**config.mk**
```make
export PLATFORM = sky130hd
export DESIGN_NAME = sata_rx_aligner_flat
export DESIGN_NICKNAME = d
export VERILOG_FILES = /design/src/rtl/sata_rx_aligner_if.sv /design/src/rtl/sata_rx_aligner.sv /design/src/flat_wrapper.sv
export SDC_FILE = /design/constraint.sdc
export NUM_CORES = 1
export LEC_CHECK = 0
export CORE_MARGIN = 8
export CORE_UTILIZATION = 40
export CTS_BUF_LIST = sky130_fd_sc_hd__clkbuf_4 sky130_fd_sc_hd__clkbuf_8
export CTS_CLUSTER_DIAMETER = 40
export DETAILED_ROUTE_END_ITERATION = 6
export DONT_BUFFER_PORTS = 1
export GPL_TIMING_DRIVEN = 0
export PLACE_DENSITY_LB_ADDON = 0.15
export SYNTH_ARGS = -nofsm -noshare
export SYNTH_HDL_FRONTEND = slang
export SYNTH_SLANG_ARGS = --single-unit
```
**constraint.sdc**
```tcl
create_clock -name phyclk -period 2.9 [get_ports phyclk]
set_input_delay 0.58 -clock phyclk [delete_from_list [all_inputs] [get_ports phyclk]]
set_output_delay 0.58 -clock phyclk [all_outputs]
set_load 0.01 [all_outputs]
```
**src/rtl/sata_rx_aligner_if.sv**
```systemverilog
// Receive-side bundle between the GTX receiver, the dword aligner and the link layer.
// master = transceiver/link side, slave = aligner.
interface sata_rx_aligner_if;
    logic [31:0] rxdata_fis;
    logic [3:0]  rxcharisk;
    logic        rx_los;
    logic [31:0] phy2cs_data;
    logic        phy2cs_k;
    logic        phy2cs_valid;
    logic        link_up;
    logic [1:0]  byte_offset;
    logic [7:0]  align_err_cnt;

    modport master (
        output rxdata_fis,
        output rxcharisk,
        output rx_los,
        input  phy2cs_data,
        input  phy2cs_k,
        input  phy2cs_valid,
        input  link_up,
        input  byte_offset,
        input  align_err_cnt
    );

    modport slave (
        input  rxdata_fis,
        input  rxcharisk,
        input  rx_los,
        output phy2cs_data,
        output phy2cs_k,
        output phy2cs_valid,
        output link_up,
        output byte_offset,
        output align_err_cnt
    );
endinterface

```
**src/rtl/sata_rx_aligner.sv**
```systemverilog
// SATA receive dword aligner: finds the K28.5 lane, verifies ALIGN primitives, then
// delivers dword-aligned data until lock is lost.
module sata_rx_aligner #(
    parameter int unsigned C_LOCK_CNT   = 3,
    parameter int unsigned C_UNLOCK_CNT = 2
) (
    input logic              phyclk,
    input logic              phyreset_n,
    sata_rx_aligner_if.slave bus
);

    localparam logic [31:0] AlignPrim = 32'h7B4A4ABC;
    localparam logic [3:0]  LockCnt   = 4'(C_LOCK_CNT);
    localparam logic [3:0]  UnlockCnt = 4'(C_UNLOCK_CNT);

    typedef enum logic [1:0] {StHunt, StVerify, StLocked} state_e;

    state_e      state_q, state_d;
    logic [31:0] r0_q;
    logic [3:0]  r0k_q;
    logic [1:0]  offset_q, offset_d;
    logic [3:0]  lock_cnt_q, lock_cnt_d;
    logic [3:0]  miss_cnt_q, miss_cnt_d;
    logic [7:0]  err_cnt_q, err_cnt_d;
    logic [31:0] data_q;
    logic        k_q;
    logic        valid_q;

    logic [31:0] aligned_data;
    logic [3:0]  aligned_k;
    logic        align_hit;
    logic        det;
    logic [1:0]  det_lane;
    logic        err_inc;

    // Aligned word spans the previous dword (r0) and the current one.
    always_comb begin
        aligned_data = r0_q;
        aligned_k    = r0k_q;
        unique case (offset_q)
            2'd0: begin
                aligned_data = r0_q;
                aligned_k    = r0k_q;
            end
            2'd1: begin
                aligned_data = {bus.rxdata_fis[7:0], r0_q[31:8]};
                aligned_k    = {bus.rxcharisk[0], r0k_q[3:1]};
            end
            2'd2: begin
                aligned_data = {bus.rxdata_fis[15:0], r0_q[31:16]};
                aligned_k    = {bus.rxcharisk[1:0], r0k_q[3:2]};
            end
            2'd3: begin
                aligned_data = {bus.rxdata_fis[23:0], r0_q[31:24]};
                aligned_k    = {bus.rxcharisk[2:0], r0k_q[3]};
            end
        endcase
    end

    assign align_hit = (aligned_data == AlignPrim) && (aligned_k == 4'b0001);

    // K28.5 on the raw dword; only a single K flag qualifies.
    always_comb begin
        det      = 1'b0;
        det_lane = 2'd0;
        case (bus.rxcharisk)
            4'b0001: begin
                det_lane = 2'd0;
                det      = (bus.rxdata_fis[7:0] == 8'hBC);
            end
            4'b0010: begin
                det_lane = 2'd1;
                det      = (bus.rxdata_fis[15:8] == 8'hBC);
            end
            4'b0100: begin
                det_lane = 2'd2;
                det      = (bus.rxdata_fis[23:16] == 8'hBC);
            end
            4'b1000: begin
                det_lane = 2'd3;
                det      = (bus.rxdata_fis[31:24] == 8'hBC);
            end
            default: begin
                det      = 1'b0;
                det_lane = 2'd0;
            end
        endcase
    end

    always_comb begin
        state_d    = state_q;
        offset_d   = offset_q;
        lock_cnt_d = lock_cnt_q;
        miss_cnt_d = miss_cnt_q;
        err_inc    = 1'b0;
        if (bus.rx_los) begin
            state_d    = StHunt;
            lock_cnt_d = 4'd0;
            miss_cnt_d = 4'd0;
            err_inc    = (state_q == StLocked);
        end else begin
            case (state_q)
                StHunt: begin
                    if (det) begin
                        offset_d   = det_lane;
                        lock_cnt_d = 4'd0;
                        state_d    = StVerify;
                    end
                end
                StVerify: begin
                    // A K28.5 on another lane retargets even if an ALIGN also completed.
                    if (det && (det_lane != offset_q)) begin
                        offset_d   = det_lane;
                        lock_cnt_d = 4'd0;
                    end else if (align_hit) begin
                        if (lock_cnt_q + 4'd1 == LockCnt) begin
                            state_d    = StLocked;
                            lock_cnt_d = 4'd0;
                            miss_cnt_d = 4'd0;
                        end else begin
                            lock_cnt_d = lock_cnt_q + 4'd1;
                        end
                    end
                end
                StLocked: begin
                    if (det && (det_lane != offset_q)) begin
                        if (miss_cnt_q + 4'd1 == UnlockCnt) begin
                            state_d    = StHunt;
                            miss_cnt_d = 4'd0;
                            err_inc    = 1'b1;
                        end else begin
                            miss_cnt_d = miss_cnt_q + 4'd1;
                        end
                    end else if (align_hit) begin
                        miss_cnt_d = 4'd0;
                    end
                end
                default: state_d = StHunt;
            endcase
        end
        err_cnt_d = (err_inc && (err_cnt_q != 8'hFF)) ? err_cnt_q + 8'd1 : err_cnt_q;
    end

    always_ff @(posedge phyclk or negedge phyreset_n) begin
        if (!phyreset_n) begin
            state_q    <= StHunt;
            r0_q       <= 32'd0;
            r0k_q      <= 4'd0;
            offset_q   <= 2'd0;
            lock_cnt_q <= 4'd0;
            miss_cnt_q <= 4'd0;
            err_cnt_q  <= 8'd0;
            data_q     <= 32'd0;
            k_q        <= 1'b0;
            valid_q    <= 1'b0;
        end else begin
            state_q    <= state_d;
            r0_q       <= bus.rxdata_fis;
            r0k_q      <= bus.rxcharisk;
            offset_q   <= offset_d;
            lock_cnt_q <= lock_cnt_d;
            miss_cnt_q <= miss_cnt_d;
            err_cnt_q  <= err_cnt_d;
            data_q     <= aligned_data;
            k_q        <= aligned_k[0];
            // A dword captured while the link is dropping is not delivered.
            valid_q    <= (state_q == StLocked) && !align_hit && !bus.rx_los;
        end
    end

    assign bus.phy2cs_data   = data_q;
    assign bus.phy2cs_k      = k_q;
    assign bus.phy2cs_valid  = valid_q;
    assign bus.link_up       = (state_q == StLocked);
    assign bus.byte_offset   = offset_q;
    assign bus.align_err_cnt = err_cnt_q;

endmodule
```
**src/flat_wrapper.sv**
```systemverilog
// flat-port wrapper written by rule: the top's interface ports become plain ports
module sata_rx_aligner_flat 
#(
    parameter int unsigned C_LOCK_CNT   = 3,
    parameter int unsigned C_UNLOCK_CNT = 2
)
  (phyclk, phyreset_n, bus_rxdata_fis, bus_rxcharisk, bus_rx_los, bus_phy2cs_data, bus_phy2cs_k, bus_phy2cs_valid, bus_link_up, bus_byte_offset, bus_align_err_cnt);
  sata_rx_aligner_if bus_i ();
  input logic phyclk;
  input logic phyreset_n;
  input wire logic [$bits(bus_i.rxdata_fis)-1:0] bus_rxdata_fis;
  input wire logic [$bits(bus_i.rxcharisk)-1:0] bus_rxcharisk;
  input wire logic [$bits(bus_i.rx_los)-1:0] bus_rx_los;
  output wire logic [$bits(bus_i.phy2cs_data)-1:0] bus_phy2cs_data;
  output wire logic [$bits(bus_i.phy2cs_k)-1:0] bus_phy2cs_k;
  output wire logic [$bits(bus_i.phy2cs_valid)-1:0] bus_phy2cs_valid;
  output wire logic [$bits(bus_i.link_up)-1:0] bus_link_up;
  output wire logic [$bits(bus_i.byte_offset)-1:0] bus_byte_offset;
  output wire logic [$bits(bus_i.align_err_cnt)-1:0] bus_align_err_cnt;
  assign bus_i.rxdata_fis = bus_rxdata_fis;
  assign bus_i.rxcharisk = bus_rxcharisk;
  assign bus_i.rx_los = bus_rx_los;
  assign bus_phy2cs_data = bus_i.phy2cs_data;
  assign bus_phy2cs_k = bus_i.phy2cs_k;
  assign bus_phy2cs_valid = bus_i.phy2cs_valid;
  assign bus_link_up = bus_i.link_up;
  assign bus_byte_offset = bus_i.byte_offset;
  assign bus_align_err_cnt = bus_i.align_err_cnt;
  sata_rx_aligner #(.C_LOCK_CNT(C_LOCK_CNT), .C_UNLOCK_CNT(C_UNLOCK_CNT)) u_core (.phyclk(phyclk), .phyreset_n(phyreset_n), .bus(bus_i));
endmodule
```
==> run metrics, run 1 <==
Crit. path cell count=9; distinct cell type count after synthesis=60; via count of the routed design=2813; vias in the first global route=2980; fraction of the mapped netlist area in compound gates=8.11%; clock latency on the worst-skew pair=0.36 ns; Placed Area=4530 um^2; count of antenna diodes in the layout=0; largest net degree at the start of global routing=91; share of the yosys chip area belonging to registers=51.7%; setup repair after global routing missed its margin=true; overall routed net length=11000 um; synthesized-area fraction occupied by adder cells=1.44%; vias per cell=5.86; minimum setup slack among reg-to-reg paths=-0.1 ns; count of yosys warnings during synthesis=0; net count after synthesis=358; number of instances in the synthesized netlist=314; number of synthesized register bits=90; smallest setup slack after layout=-0.0993 ns; run status=finished with violations; Lkg Pwr=2.01 nW; worst reg-to-reg path cell count=9; max-capacitance violation count=0; PnR Total Power=0.00356 W; share of the cycle needed by the critical path after routing=103%; routed length on met2=5430 um; share of flip-flops with an asynchronous set or reset after synthesis=100%; delay of the slowest cell on the worst path=0.55 ns; number of setup violations in the final report=8; Worst setup EP type=flop; worst-path maximum fanout=7; post-synth top area share=51.7%; CTS sink count=90; simple logic cell fraction of the synthesized area=14.5%; max frequency=333 MHz; average wire per standard cell=23.0 um; global route overflow=0; mux contribution to synthesized area=19.1%; Critical Path Slowest Stage Cell=mux4_2; actual slew at the worst max-slew pin=0.894 ns; buffering stage count on the worst path with inverters included=2; design area=5010 um^2; DRT iter0 DRCs=175; weighted congestion at the end of routability-driven global placement=0.794; I/O pin cnt=84; clock transition time at the flip-flop clock pins of the worst setup and hold paths=0.09 ns; Final ANT Viol Nets=0; post-synthesis cell type with the largest combined area=dfrtp_1; most frequent cells after synthesis=dfrtp_1, mux4_2, nand3_1; xor/xnor cell area share of the yosys netlist=2.41%; count of flip-flops with a built-in enable after synthesis=0; CTS max path bufs=2; number of buffers inserted by port buffering=0; dpl hpwl=8140 um; most repeated cell in the gate-level netlist after synthesis=dfrtp_1; setup slack at placement=-0.655 ns; post-detailed-route DRC marker count=0; CP startpoint kind=flop; peak supply drop=0.344 mV; arrival time of the worst setup path=3.25 ns; CTS tree=done; Pre-antenna DRT Iters=4; time the final worst path needs with I/O delays and setup=3.00 ns; required time of the worst setup path=3.15 ns; number of CTS-inserted buffers=9; cells traversed along the worst timing path=buf_12 -> mux4_2 -> or4b_4 -> nor4_4 -> buf_4 -> and3_4 -> a32oi_4 -> and2_4 -> a211o_1; met3 wirelength from detailed routing=1010 um; combinational family with the most area after synthesis=multiplexers; H-tree lvl count=3; failing checks=negative setup slack; Die Height=120 um; uppermost layer routed=met4; cell types occupying the most area after synthesis=dfrtp_1, mux4_2, mux4_1, xor2_1, nand3_1; initial antenna violation count=0; origin of the worst setup path=u_core.bus.byte_offset[0]; standard-cell row count=38; total power divided by cell area=711 nW/um^2; category of the most critical setup path=flop to flop; capturing point of the worst reg2reg path=u_core.lock_cnt_q[3]; Min-Delay Path Class=primary input to asynchronous set/reset pin; Root Buffer Master=clkbuf_8; total die area=14500 um^2; Setup Skew=0.0105 ns; number of max-slew violations in the final report=0; wire length of the first global-routing pass=17400 um; count of placed standard cells including taps=454; final instance count without filler cells=480; Horiz. Die Dim=120 um; hold violation total from the final report=0; Most used DFF post-synth=dfrtp_1; post-synthesis instance area=4350 um^2; Critical Path Sink=u_core.lock_cnt_q[3]; worst max-slew margin expressed relative to the limit=38.9%; met1 wire length=4440 um; number of nets in the final layout=380; fraction of layout instances using a drive strength above 1=28.2%; crit-path leading delay family=simple AND/OR/NAND/NOR gates; Core Region=10700 um^2; overall track demand over capacity in global routing=15.6%; synthesized area divided by synthesized cell count=13.9 um^2; starting density of the core=40.5%; reg2reg start=u_core.bus.byte_offset[0]; Area Overhead vs Synth=15.1%
kinds of logic (layout without fill, tap and decap cells):
logic type,after synthesis,in the layout
simple gates,97,97
flops,90,90
compound gates,47,47
mux,39,39
buf+inv,24,50
xor+xnor,12,12
fa+ha+maj,5,5
layer usage:
metal / vias up / track usage (%)
met5: - / 0
met4: 0 / 5.31
met3: 11 / 6.11
met2: 81 / 25.1
met1: 1452 / 18.8
li1: 1269 / -
registers in the layout, summed over array words and instances, names as in the netlist:
register / count
u_core.bus.byte_offset: 2
u_core.bus.phy2cs_valid: 1
u_core.r0_q: 32
u_core.bus.phy2cs_data: 32
u_core.state_q: 2
u_core.lock_cnt_q: 4
u_core.bus.phy2cs_k: 1
u_core.miss_cnt_q: 4
u_core.r0k_q: 4
u_core.bus.align_err_cnt: 8
power by group:
part	internal, W	switching [W]	leakage (nW)
clock	0.000516	0.000447	0.109
sequential	0.00147	0.000223	1.08
combinational	0.000476	0.000428	0.822
worst min path at each step:
stage                                       end  slack (ns)
global route          u_core.bus.phy2cs_data[8]        0.15
floorplan           u_core.bus.align_err_cnt[0]        0.28
detailed placement    u_core.bus.phy2cs_data[0]        0.29
finish                u_core.bus.phy2cs_data[0]        0.12
global placement     u_core.bus.phy2cs_data[16]        0.29
CTS                   u_core.bus.phy2cs_data[0]        0.14
repair_timing:
action / CTS / global route
endpoints found under the setup margin: 19 / 20
hold buffers: 1 / 0
hold endpoints to repair: 90 / 0
gates resized for setup: 21 / 20
pin swaps: 14 / 4
cloned: 0 / 0
buffers inserted: 6 / 4
metrics by stage:
stage | hold slack, ns | setup TNS [ns] | util (%)
floorplan | 0.284 | 0 | -
global placement | 0.287 | -7.82 | 42.1
detailed placement | 0.287 | -8.26 | 42.1
CTS | 0.145 | -0.690 | 45.6
global route | 0.150 | -1.20 | 46.6
finish | 0.124 | -0.332 | 46.6
placed cells by master, fill, tap and decap left out, drive strengths merged, types with 6 or more instances in the layout:
master	Yosys	layout
and3	6	6
buf	9	19
nand3b	6	6
dfrtp	90	90
clkbuf	5	17
xor2	10	10
nor3	11	11
inv	9	9
nor4b	6	6
nand3	14	14
nor2	9	9
nand2	13	13
o21ai	6	6
mux4	33	33
area by class of cell:
class	count	area, um^2
Sequential cell	90	2250
Tap cell	140	175
Inverter	10	37.5
Multi-Input combinational cell	200	2090
Timing Repair Buffer	11	110
Fill cell	987	5740
Buffer	14	118
Clock buffer	11	145
Clock inverter	4	76.3
Power figures use the tool's default switching activity.
==> inputs of run 2 (changes only) <==
- CTS_CLUSTER_SIZE: unset -> 28
==> results of run 2 <==
Final layout, timing and power as in run 1 (identical DEF).
==> inputs of run 3 (changes only) <==
--- a/config.mk
+++ b/config.mk
@@ -15,4 +15,5 @@
 export GPL_TIMING_DRIVEN = 0
 export PLACE_DENSITY_LB_ADDON = 0.15
+export SLEW_MARGIN = 30
 export SYNTH_ARGS = -nofsm -noshare
 export SYNTH_HDL_FRONTEND = slang
==> constraint.sdc (replaced) <==
create_clock -name phyclk -period 2.9 [get_ports phyclk]
set_input_delay 0.58 -clock phyclk [delete_from_list [all_inputs] [get_ports phyclk]]
set_output_delay 0.58 -clock phyclk [all_outputs]
set_load 0.05 [all_outputs]
==> run metrics, run 3 (synthesis gave the netlist of run 1 again) <==
run status=finished with violations (unchanged); failing checks=negative setup slack (unchanged); overall track demand over capacity in global routing=15.8% (was 15.6%); CP dominant cell by count=buf_12; peak-usage layer in the global routing report=met2 (unchanged); PnR Total Power=0.00418 W (was 0.00356 W); met2 usage in global routing=26.2% (was 25.1%); CTS tree=done (unchanged); Lkg Pwr=2.03 nW (was 2.01 nW); H-tree lvl count=3 (unchanged); fraction of layout instances using a drive strength above 1=28.7% (was 28.2%); worst reg-to-reg path cell count=10 (was 9); number of buffers inserted by port buffering=0 (unchanged); time the final worst path needs with I/O delays and setup=3.04 ns (was 3.00 ns); average wire per standard cell=23.1 um (was 23.0 um); setup slack at placement=-0.468 ns (was -0.655 ns); Horiz. Die Dim=120 um (unchanged); worst-path maximum fanout=9 (was 7); via count of the routed design=2896 (was 2813); weighted congestion at the end of routability-driven global placement=0.783 (was 0.794); Area Overhead vs Synth=15.5% (was 15.1%); worst max-slew margin expressed relative to the limit=57.8% (was 38.9%); Setup Skew=0.00696 ns (was 0.0105 ns); arrival time of the worst setup path=3.29 ns (was 3.25 ns); number of CTS-inserted buffers=9 (unchanged); commonest non-fill, non-tap cells in the layout=dfrtp_1, mux4_2, buf_4, nand3_1, nand2_1 (was dfrtp_1, mux4_2, nand3_1, nand2_1, buf_4); I/O pin cnt=84 (unchanged); standard-cell row count=38 (unchanged); share of the cycle needed by the critical path after routing=105% (was 103%); clock latency on the worst-skew pair=0.36 ns (about the same); met1 demand-to-capacity share in global routing=19.0% (was 18.8%); wire length of the first global-routing pass=17500 um (was 17400 um); number of max-slew violations in the final report=0 (unchanged); reg2reg start=u_core.bus.byte_offset[0] (unchanged); category of the most critical setup path=flop to flop (unchanged); Worst setup EP type=flop (unchanged); CTS max path bufs=2 (unchanged); number of nets in the final layout=385 (was 380); Final ANT Viol Nets=0 (unchanged); max-capacitance violation count=0 (unchanged); smallest setup slack after layout=-0.137 ns (was -0.0993 ns); initial antenna violation count=0 (unchanged); capturing point of the worst reg2reg path=u_core.lock_cnt_q[3] (unchanged); cells traversed along the worst timing path=buf_12 -> buf_12 -> mux4_2 -> nand4b_1 -> or4b_4 -> nor4_4 -> buf_6 -> a32oi_4 -> and2_4 -> a211o_1 (was buf_12 -> mux4_2 -> or4b_4 -> nor4_4 -> buf_4 -> and3_4 -> a32oi_4 -> and2_4 -> a211o_1); actual slew at the worst max-slew pin=0.632 ns (was 0.894 ns); starting density of the core=40.5% (unchanged); post-detailed-route DRC marker count=0 (unchanged); vias in the first global route=3054 (was 2980); setup repair after global routing missed its margin=true (unchanged); minimum setup slack among reg-to-reg paths=-0.14 ns (was -0.1 ns); number of setup violations in the final report=9 (was 8); Core Region=10700 um^2 (unchanged); clock transition time at the flip-flop clock pins of the worst setup and hold paths=0.09 ns (about the same); Min-Delay Path Class=primary input to asynchronous set/reset pin (unchanged); Root Buffer Master=clkbuf_8 (unchanged); max frequency=329 MHz (was 333 MHz); DRT iter0 DRCs=140 (was 175); vias per cell=5.97 (was 5.86); largest net degree at the start of global routing=91 (unchanged); total power divided by cell area=831 nW/um^2 (was 711 nW/um^2); CTS sink count=90 (unchanged); overall routed net length=11200 um (was 11000 um); Critical Path Slowest Stage Cell=dfrtp_4 (was mux4_2); total die area=14500 um^2 (unchanged); crit-path leading delay family=simple AND/OR/NAND/NOR gates (unchanged); dpl hpwl=8230 um (was 8140 um); global route overflow=0 (unchanged); delay of the slowest cell on the worst path=0.60 ns (was 0.55 ns); Die Height=120 um (unchanged); Pre-antenna DRT Iters=5 (was 4); fraction of the core area covered by cells at the end of the flow=46.8% (was 46.6%); required time of the worst setup path=3.15 ns (about the same); count of antenna diodes in the layout=0 (unchanged); hold violation total from the final report=0 (unchanged); CP startpoint kind=flop (unchanged); buffering stage count on the worst path with inverters included=3 (was 2); peak supply drop=0.454 mV (was 0.344 mV); met3 Track Usage GR=4.71% (was 6.11%); most common library cell in the layout ignoring fill and taps=dfrtp_1 (unchanged)
-- run 3: layout make-up --
type / count / area (um^2)
plain buffers: 14 / 121
clock buffers: 9 / 124
clock inverters: 6 / 90.1
fillers: 995 / 5720
inverters: 10 / 37.5
multi-input cells: 200 / 2070
flip-flops and latches: 90 / 2260
well taps: 140 / 175
repair buffers: 16 / 148
-- run 3: how the worst max path moves through the flow --
stage / startpoint / endpoint / cells past startpoint
after floorplan: u_core.bus.byte_offset[0] / u_core.lock_cnt_q[0] / 8
after global placement: u_core.bus.byte_offset[0] / u_core.miss_cnt_q[2] / 8
after detailed placement: u_core.bus.byte_offset[1] / u_core.lock_cnt_q[0] / 9
after CTS: u_core.bus.byte_offset[0] / u_core.lock_cnt_q[3] / 9
after global routing: u_core.bus.byte_offset[0] / u_core.miss_cnt_q[1] / 9
final: u_core.bus.byte_offset[0] / u_core.lock_cnt_q[3] / 10
-- run 3: report_power, final --
part | internal [W] | switching, W
Clock | 0.000485 | 0.000460
Sequential | 0.00147 | 0.000818
Combinational | 0.000501 | 0.000447
Total | 0.00245 | 0.00172
-- run 3: per-stage QoR --
step	instances	hold WS, ns	instance area [um^2]	TNS (ns)
floorplan	314	0.284	4360	0
global placement	454	0.287	4530	-5.17
detailed placement	454	0.288	4530	-6.02
CTS	483	0.131	4940	-0.805
global route	485	0.139	5030	-1.92
finish	485	0.126	5030	-0.693
-- run 3: what timing repair did --
item | in CTS | in global routing
buffers inserted | 13 | 2
resized for setup | 20 | 16
endpoints found under the setup margin | 19 | 21
hold buffers | 1 | 0
endpoints found under the hold margin | 90 | 0
pin swaps | 9 | 4
-- run 3: layer usage --
metal  wire length, um  vias to the layer above
met5                 0                        -
met2              5640                       74
met1              4590                     1532
met3               749                       17
met4               227                        0
li1                  -                     1273
==> patch: new RTL, config.mk and constraints of run 3 <==
Take the reset off `r0_q` and load it in a clocked block of its own.
--- a/src/rtl/sata_rx_aligner.sv
+++ b/src/rtl/sata_rx_aligner.sv
@@ -146,3 +146,2 @@
             state_q    <= StHunt;
-            r0_q       <= 32'd0;
             r0k_q      <= 4'd0;
@@ -157,3 +156,2 @@
             state_q    <= state_d;
-            r0_q       <= bus.rxdata_fis;
             r0k_q      <= bus.rxcharisk;
@@ -170,2 +168,6 @@
 
+    always_ff @(posedge phyclk) begin
+        r0_q <= bus.rxdata_fis;
+    end
+
     assign bus.phy2cs_data   = data_q;
Check against the original RTL: not equivalent (a bounded check fails within 4 cycles, from zero or initial values and one cycle with phyreset_n low).
==> patch against run 3 <==
The flow still finishes with violations (negative setup slack); setup slack worse by 0.064 ns; total power down 2.8%; via count fell by 5.6%; routed wire length shrank 5.7%; critical path depth shrank 1; combinational power decreased by 7.2%; synthesized area shrank 6.1%; cell area fell by 5.2%; non-clock buffer count is 1 higher; count of clock-buffer cells in the layout is 2 higher; maximum frequency fell by 2.1%; sequential cell count is the same; global-route usage rose by 0.31 points; critical endpoint is now u_core.miss_cnt_q[1]; largest power group unchanged.
==> patch: results (changes against run 3) <==
stage	metric	value	unit	change
critical_path	Worst R2R Path Depth	9		-1
sta	Total Negative Setup Slacks	-1.522	ns	-0.8289 ns
critical_path	Crit-path slowest cell	dfrtp_4		
critical_path	crit path max fanout	8		-1
global_route	initial antenna violation count	0		unchanged
power	sw frac	38.06	%	-3.2 points
yosys	most common cell in the netlist	dfrtp_1		
cells_and_area	Fill cells	900		-9.5%
power	VDD IR max	0.3222	mV	-29%
global_route	largest net degree at the start of global routing	59		-35%
drt	TritonRoute pass-1 iters	4		-1
drt	starting DRC count in detailed routing	187		+34%
cells_and_area	share of cells above drive strength 1	29.62	%	+0.92 points
run_status	run status	finished with violations		
place	DP Area	0.004260	mm2	-6.0%
yosys	Synth cell types	62		+3.3%
cells_and_area	Post-layout nets	380		-1.3%
sta	Final setup viols	10		+1
yosys	largest cells by area after synthesis	dfrtp_1, mux4_2, dfxtp_1		
yosys	Primary FF master, synth	dfrtp_1		
drt	total number of vias	2735		-5.6%
clocking	CTS clk-pin slew, worst paths	0.09	ns	about the same
global_route	vias in the first global route	2842		-6.9%
place	RD Place Congestion	0.8617		+10%
run_status	failing checks	negative setup slack		
yosys	sequential fraction of the synthesis area	51.18	%	-0.56 points
critical_path	Critical Path Sink	u_core.miss_cnt_q[1]		
yosys	most frequent cells after synthesis	dfrtp_1, dfxtp_1, mux4_2		
global_route	GRT Util Overall	16.13	%	+0.31 points
critical_path	CP peak stage delay	0.56	ns	-0.04 ns
clocking	Max Buffers Root-to-Sink	2		unchanged
yosys	YS warnings	0		unchanged
sta	setup slack after layout	-0.2014	ns	-0.06398 ns
cells_and_area	flip-flop and latch area	0.002100	mm2	-7.1%
critical_path	total stage count of the critical path	9		-1
sta	Worst slew margin	57.81	%	about the same
clocking	Worst-Skew Late Latency	0.36	ns	about the same
place	dpl hpwl	7.816	mm	-5.0%
power	Lkg Pwr	1.940	nW	-4.6%
yosys	async set or reset register ratio after synthesis	64.44	%	-36 points
yosys	Net Count, Synth	350		-2.2%
global_route	first-pass GRT wire length	16.30	mm	-6.6%
cells_and_area	diodes inserted	0		unchanged
sta	worst clock skew	0.008455	ns	+0.001498 ns
drt	final WL	10.57	mm	-5.7%
-- patch: logic make-up after synthesis --
| kind of cell | after synthesis | synth area share (%) |
|---|---|---|
| AND/OR/NAND/NOR | 91 | 13.38 |
| adder cells (fa/ha/maj) | 5 | 1.530 |
| buffers and inverters | 25 | 3.367 |
| AO/OA/AOI/OAI | 49 | 9.183 |
| XOR/XNOR | 8 | 1.714 |
| flip-flops | 90 | 51.18 |
| multiplexers | 38 | 19.65 |
-- patch: cell type report --
type | count | area share (%)
well taps | 136 | 3.570
clock inverters | 5 | 2.152
flip-flops and latches | 90 | 44.04
multi-input cells | 191 | 40.29
plain buffers | 12 | 2.283
repair buffers | 19 | 3.727
inverters | 13 | 1.024
clock buffers | 11 | 2.913
-- patch: power by group through the flow --
stage                     clock network, mW  logic [mW]  registers [mW]
after global placement                    0       0.740            2.18
after CTS                              1.05       0.861            2.16
after detailed placement                  0       0.735            2.18
after global routing                   1.11       0.946            2.17
after floorplan                           0       0.583            2.14
final                                  1.03       0.880            2.15
-- patch: what timing repair did --
item                                    4_1_cts  5_1_grt
hold endpoints to repair                     58        0
hold buffers                                  1        0
pin swaps                                    10        6
gates resized for setup                      20        9
endpoints found under the setup margin       18       17
gates cloned                                  0        0
setup buffers                                15        3
-- patch: how the worst min path moves through the flow --
stage | startpoint | endpoint | slack [ns] | cells after the start
2_1_floorplan | phyreset_n | u_core.bus.align_err_cnt[0] | 0.28 | 0
3_3_place_gp | phyreset_n | u_core.bus.phy2cs_data[8] | 0.29 | 0
3_5_place_dp | phyreset_n | u_core.bus.phy2cs_data[8] | 0.29 | 0
4_1_cts | phyreset_n | u_core.bus.align_err_cnt[5] | 0.08 | 1
5_1_grt | phyreset_n | u_core.bus.phy2cs_data[9] | 0.08 | 1
6_report | phyreset_n | u_core.r0k_q[1] | 0.08 | 1
-- patch: stage by stage --
step	cells	worst slack, ns
floorplan	306	0.03930
global placement	442	-0.4809
detailed placement	442	-0.4335
CTS	474	-0.1850
global route	477	-0.3291
finish	477	-0.2014
-- patch: metal layers --
layer	wire, um	global-route usage (%)	part of all wire, %
met1	3961	18.49	37
met2	5465	26.58	52
met3	1038	6.927	9.8
met4	99	5.375	0.94
met5	0	0	0
